<file path="src/rtl/axioma_flash_prog_seq.sv">
// Flash self-programming sequencer: erase, load 64 words, write one page.
// Optional AXIOMA_FLASH_PROG_CHECKSUM_EN builds a mod-256 page byte sum.
module axioma_flash_prog_seq #(
   parameter int PAGE_WORDS     = 64,
   parameter int TIMEOUT_CYCLES = 255
) (
   input  logic        clk,
   input  logic        reset,
   input  logic        cmd_start,
   input  logic [5:0]  cmd_page,
   input  logic        cmd_abort,
   input  logic [7:0]  byte_data,
   input  logic        byte_valid,
   output logic        byte_ready,
   output logic        boot_enable,
   output logic        boot_erase,
   output logic        page_buffer_load,
   output logic        page_write_enable,
   output logic [5:0]  page_addr,
   output logic [15:0] boot_addr,
   output logic [15:0] boot_data,
   input  logic        flash_busy,
   output logic        seq_busy,
   output logic        seq_done,
   output logic        seq_error,
   output logic [7:0]  page_checksum
);

   typedef enum logic [3:0] {
      IDLE,
      ENABLE,
      ERASE_REQ,
      ERASE_WAIT_HI,
      ERASE_WAIT_LO,
      LOAD,
      LOAD_PULSE,
      WRITE_REQ,
      WRITE_WAIT_HI,
      WRITE_WAIT_LO,
      DONE,
      ERROR
   } state_t;

   localparam logic [5:0] LAST_IDX = 6'(PAGE_WORDS - 1);
   localparam logic [7:0] WD_LAST  = 8'(TIMEOUT_CYCLES - 1);

   state_t      state_q, state_d;
   logic [5:0]  idx_q, idx_d;
   logic [5:0]  page_q, page_d;
   logic [7:0]  lo_q, lo_d;
   logic        phase_q, phase_d;
   logic [7:0]  wd_q, wd_d;
   logic        err_q, err_d;
   logic [15:0] bdata_q, bdata_d;
   logic [15:0] baddr_q, baddr_d;

   logic        ready_q, ready_d;
   logic        enable_q, enable_d;
   logic        erase_q, erase_d;
   logic        load_q, load_d;
   logic        write_q, write_d;
   logic        busy_q, busy_d;
   logic        done_q, done_d;

   logic        accept;
   logic        start_ok;

   assign accept   = byte_valid && ready_q;
   assign start_ok = (state_q == IDLE) && cmd_start && !cmd_abort;

   always_comb begin
      state_d = state_q;
      idx_d   = idx_q;
      page_d  = page_q;
      lo_d    = lo_q;
      phase_d = phase_q;
      wd_d    = wd_q;
      err_d   = err_q;
      bdata_d = bdata_q;
      baddr_d = baddr_q;

      unique case (state_q)
         IDLE: begin
            if (cmd_start) begin
               page_d  = cmd_page;
               err_d   = 1'b0;
               idx_d   = '0;
               phase_d = 1'b0;
               state_d = ENABLE;
            end
         end
         ENABLE: state_d = ERASE_REQ;
         ERASE_REQ: begin
            wd_d    = '0;
            state_d = ERASE_WAIT_HI;
         end
         ERASE_WAIT_HI, WRITE_WAIT_HI: begin
            if (flash_busy) begin
               wd_d    = '0;
               state_d = (state_q == ERASE_WAIT_HI) ?
                         ERASE_WAIT_LO : WRITE_WAIT_LO;
            end else if (wd_q == WD_LAST) begin
               err_d   = 1'b1;
               state_d = ERROR;
            end else begin
               wd_d = wd_q + 8'd1;
            end
         end
         ERASE_WAIT_LO, WRITE_WAIT_LO: begin
            if (!flash_busy) begin
               state_d = (state_q == ERASE_WAIT_LO) ? LOAD : DONE;
            end else if (wd_q == WD_LAST) begin
               err_d   = 1'b1;
               state_d = ERROR;
            end else begin
               wd_d = wd_q + 8'd1;
            end
         end
         LOAD: begin
            if (accept) begin
               if (!phase_q) begin
                  lo_d    = byte_data;
                  phase_d = 1'b1;
               end else begin
                  phase_d = 1'b0;
                  bdata_d = {byte_data, lo_q};
                  baddr_d = {4'b0, page_q, idx_q};
                  state_d = LOAD_PULSE;
               end
            end
         end
         LOAD_PULSE: begin
            idx_d   = idx_q + 6'd1;
            state_d = (idx_q == LAST_IDX) ? WRITE_REQ : LOAD;
         end
         WRITE_REQ: begin
            wd_d    = '0;
            state_d = WRITE_WAIT_HI;
         end
         DONE:    state_d = IDLE;
         ERROR:   state_d = IDLE;
         default: state_d = IDLE;
      endcase

      // Abort beats a same-cycle timeout and a same-cycle start.
      if (cmd_abort) begin
         state_d = IDLE;
         err_d   = err_q;
         page_d  = page_q;
      end

      ready_d  = (state_d == LOAD);
      erase_d  = (state_d == ERASE_REQ);
      load_d   = (state_d == LOAD_PULSE);
      write_d  = (state_d == WRITE_REQ);
      done_d   = (state_d == DONE);
      busy_d   = !(state_d inside {IDLE, DONE, ERROR});
      enable_d = busy_d;
   end

   always_ff @(posedge clk or posedge reset) begin
      if (reset) begin
         state_q  <= IDLE;
         idx_q    <= '0;
         page_q   <= '0;
         lo_q     <= '0;
         phase_q  <= 1'b0;
         wd_q     <= '0;
         err_q    <= 1'b0;
         bdata_q  <= '0;
         baddr_q  <= '0;
         ready_q  <= 1'b0;
         enable_q <= 1'b0;
         erase_q  <= 1'b0;
         load_q   <= 1'b0;
         write_q  <= 1'b0;
         busy_q   <= 1'b0;
         done_q   <= 1'b0;
      end else begin
         state_q  <= state_d;
         idx_q    <= idx_d;
         page_q   <= page_d;
         lo_q     <= lo_d;
         phase_q  <= phase_d;
         wd_q     <= wd_d;
         err_q    <= err_d;
         bdata_q  <= bdata_d;
         baddr_q  <= baddr_d;
         ready_q  <= ready_d;
         enable_q <= enable_d;
         erase_q  <= erase_d;
         load_q   <= load_d;
         write_q  <= write_d;
         busy_q   <= busy_d;
         done_q   <= done_d;
      end
   end

`ifdef AXIOMA_FLASH_PROG_CHECKSUM_EN
   logic [7:0] sum_q, sum_d;

   always_comb begin
      sum_d = sum_q;
      if (start_ok) begin
         sum_d = 8'h00;
      end else if (accept && !cmd_abort) begin
         sum_d = sum_q + byte_data;
      end
   end

   always_ff @(posedge clk or posedge reset) begin
      if (reset) begin
         sum_q <= 8'h00;
      end else begin
         sum_q <= sum_d;
      end
   end

   assign page_checksum = sum_q;
`else
   assign page_checksum = 8'h00;
`endif

   assign byte_ready        = ready_q;
   assign boot_enable       = enable_q;
   assign boot_erase        = erase_q;
   assign page_buffer_load  = load_q;
   assign page_write_enable = write_q;
   assign page_addr         = page_q;
   assign boot_addr         = baddr_q;
   assign boot_data         = bdata_q;
   assign seq_busy          = busy_q;
   assign seq_done          = done_q;
   assign seq_error         = err_q;

endmodule

</file>
<file path="config.mk">
export PLATFORM = sky130hd
export DESIGN_NAME = axioma_flash_prog_seq
export DESIGN_NICKNAME = d
export VERILOG_FILES = /design/src/rtl/axioma_flash_prog_seq.sv
export SDC_FILE = /design/constraint.sdc
export NUM_CORES = 1
export LEC_CHECK = 0
export ABC_AREA = 1
export BUFFER_PORTS_ARGS = -buffer_cell sky130_fd_sc_hd__buf_2
export CAP_MARGIN = 10
export CORE_UTILIZATION = 54
export DETAILED_ROUTE_END_ITERATION = 8
export GPL_ROUTABILITY_DRIVEN = 1
export GPL_TIMING_DRIVEN = 0
export PLACE_DENSITY = 0.88
export SYNTH_ARGS = -nofsm -noshare
export SYNTH_HDL_FRONTEND = slang
export SYNTH_SLANG_ARGS = --single-unit
</file>
<file path="constraint.sdc">
create_clock -name clk -period 2.3 [get_ports clk]
set_clock_uncertainty 0.05 [all_clocks]
set_input_delay 0.115 -clock clk [delete_from_list [all_inputs] [get_ports clk]]
set_output_delay 0.115 -clock clk [all_outputs]
set_load 0.01 [all_outputs]
</file>
==> impl_metrics.env <==
export IMPL_p_leak_nw=2.25
export IMPL_tns_ns=0
export IMPL_critical_path_max_fanout=10
export IMPL_rr_endpoint="page_addr[1]"
export IMPL_end_kind="flop"
export IMPL_maxCapViolCount=0
export IMPL_path_class="reg2reg"
export IMPL_htreeDepth=3
export IMPL_drv_slew=0
export IMPL_period_needed_ns=1.81
export IMPL_dieArea_sq_um=6320
export IMPL_yosysSeqAreaShare=0.525
export IMPL_power_total_w=0.00278
export IMPL_r2r_start="state_q[2]"
export IMPL_setup_viol=0
export IMPL_holdPathStages=3
export IMPL_grt_pass1_wl_mm=12.0
export IMPL_clkPwrFrac=0.366
export IMPL_diodes=0
export IMPL_postCtsSetupBuffers=0
export IMPL_grt_pass1_vias=2723
export IMPL_synth_edf_count=0
export IMPL_gp_congestion=0.915
export IMPL_row_count=27
export IMPL_syn_area_per_cell_sq_um=8.62
export IMPL_synthDistinctLibCells=31
export IMPL_syn_cell_area_sq_um=3240
export IMPL_comb_power_share=0.159
export IMPL_routedWlPerCell_um=12.9
export IMPL_wl_mm=7.09
export IMPL_cts_root_buf="clkbuf_8"
export IMPL_critPathLaunchType="flop"
export IMPL_antenna_left=0
export IMPL_clock_fmax_mhz=552
export IMPL_vias=2750
export IMPL_p_per_area_nw_per_um2=691
export IMPL_via_per_inst=5.02
export IMPL_antenna_found_initial=0
export IMPL_rsz0062_at_grt="false"
export IMPL_start_util=0.575
export IMPL_min_to="lo_q[6]"
export IMPL_grt_ovfl_total=0
export IMPL_power_internal_w=0.00200
export IMPL_cts_tree="done"
export IMPL_cts_made_buffers=9
export IMPL_required_ns=2.50
export IMPL_reg2reg_depth=6
export IMPL_maxSlewHeadroom=0.661
export IMPL_switchingPower_w=0.000776
export IMPL_drc_errors=0
export IMPL_dr_pass1_iters=4
export IMPL_ios=74
export IMPL_grtUsageTotal=0.249
export IMPL_drtIter0Drc=166
export IMPL_clock_latency_ns=0.34
export IMPL_tightest_slew_ns=0.507
export IMPL_core_area_sq_um=5640
export IMPL_final_net_count=494
export IMPL_async_flop_share=1.00
export IMPL_holdBufCountCts=11
export IMPL_seqPwrFrac=0.474
export IMPL_ys_warn_count=0
export IMPL_critPathArrivalTime_ns=2.01
export IMPL_die_w_um=79.5
export IMPL_ys_ff_latch=68
export IMPL_cts_repair_resized=0
export IMPL_peakVddDrop_v=0.000531
export IMPL_clock_path_buffers=2
export IMPL_place_port_buffers=61
export IMPL_timing_reg2reg_setup_slack_ns=0.49
export IMPL_hp_class="in2reg"
export IMPL_grt_max_degree=46
export IMPL_hp_start="byte_data[6]"
export IMPL_ys_flop_type="dfrtp_1"
export IMPL_hold_violations=0
export IMPL_clk_pin_slew_ns=0.08
export IMPL_cts_sinks=68
export IMPL_netSwitchingFraction=0.279
export IMPL_min_period_over_period=0.788
export IMPL_dpl_hpwl_mm=5.19
export IMPL_die_y_um=79.5
export IMPL_status="finished clean"
export IMPL_syn_inst=376
export IMPL_area_delta_synth_final_pct=24.0
export IMPL_drive_gt1_frac=0.258
-- power groups by stage --
stage / clock [W] / sequential, W / combinational (W)
2_1_floorplan: 0 / 0.00135 / 0.000273
4_1_cts: 0.00104 / 0.00132 / 0.000445
3_5_place_dp: 0 / 0.00134 / 0.000428
5_1_grt: 0.00110 / 0.00132 / 0.000496
6_report: 0.00102 / 0.00132 / 0.000443
3_3_place_gp: 0 / 0.00134 / 0.000407
-- per-layer routing --
| metal | global-route usage | wire length [um] | up-vias |
|---|---|---|---|
| met4 | 0.124 | 201 | 0 |
| met5 | 0 | 0 | - |
| li1 | - | - | 1360 |
| met3 | 0.0549 | 291 | 22 |
| met2 | 0.434 | 3660 | 75 |
| met1 | 0.287 | 2940 | 1293 |
-- worst max-delay path by stage --
stage | from | end | slack [ns]
finish | state_q[2] | page_addr[1] | 0.49
floorplan | reset | boot_addr[0] | 0.42
CTS | state_q[2] | page_addr[1] | 0.50
global route | state_q[2] | page_addr[1] | 0.29
detailed placement | state_q[2] | page_addr[1] | 0.52
global placement | reset | page_addr[1] | -0.32
-- area by class of cell --
class / count / area (sq um)
clock buffers: 11 / 151
repair buffers: 73 / 435
plain buffers: 21 / 154
multi-input cells: 247 / 1230
fillers: 422 / 1620
clock inverters: 5 / 58.8
well taps: 72 / 90.1
flip-flops and latches: 68 / 1700
inverters: 51 / 195
-- synth_stat cells, types with 2 or more instances --
cell	number	area [sq um]
nand2_1	98	368
dfrtp_1	68	1700
inv_1	49	184
o21ai_0	41	205
nor2_1	27	101
nand3_1	20	100
buf_4	13	97.6
mux2_2	8	90.1
a21oi_1	7	35.0
nand2_2	4	25.0
nor2_2	4	25.0
o22ai_1	4	25.0
xor2_1	4	35.0
buf_2	3	15.0
buf_6	3	33.8
ha_1	3	37.5
nand4_1	3	18.8
clkbuf_1	2	7.51
mux2_4	2	30.0
nand2_4	2	22.5
-- flip-flops by register name, summed over array words and instances (netlist names) --
register           count
seq_error              1
wd_q                   8
idx_q                  6
boot_data             16
byte_ready             1
page_addr              6
phase_q                1
page_write_enable      1
page_buffer_load       1
lo_q                   8
boot_erase             1
boot_addr             12
seq_done               1
state_q                4
seq_busy               1
-- placed cells by master, fill, tap and decap left out, types with 2 or more instances in the layout --
cell type,instances
clkinvlp_4,2
o21ai_0,41
buf_4,13
dlygate4sd3_1,11
conb_1,12
inv_1,48
o22ai_1,4
nand2_2,4
mux2_4,2
nand2_4,2
nor2_1,27
clkbuf_1,2
buf_6,3
nand2_1,98
dfrtp_1,68
ha_1,3
clkinv_2,2
nor2_2,4
buf_2,64
xor2_1,4
a21oi_1,7
nand3_1,20
clkbuf_8,11
mux2_2,8
nand4_1,3
-- cell families after synthesis --
family,Yosys count,share of synthesized area
other,1,0.00116
xor gates and xnor gates,5,0.0135
DFF,68,0.525
and+or+nand+nor,160,0.208
AOI/OAI and AO/OA,57,0.0957
buffers and inverters,72,0.108
muxes,10,0.0371
adders and majority gates,3,0.0116
-- through the flow --
step	util	cells	cell area, sq um	worst slack (ns)	hold slack (ns)
global route	0.712	548	4020	0.286	0.0235
floorplan	-	387	3280	0.423	0.186
global placement	0.652	520	3680	-0.321	0.274
finish	0.712	548	4020	0.487	0.0162
CTS	0.712	548	4020	0.500	0.00547
detailed placement	0.656	521	3700	0.522	0.132
-- worst max-delay path, cell delays in order, from the launching register on --
cell     delay [ns]
dfrtp_1        0.43
nor2_1         0.33
nand3_1        0.27
nor2_1         0.24
buf_2          0.24
nand2_1        0.07
o21ai_0        0.09
(Power assumes the default switching activity.)
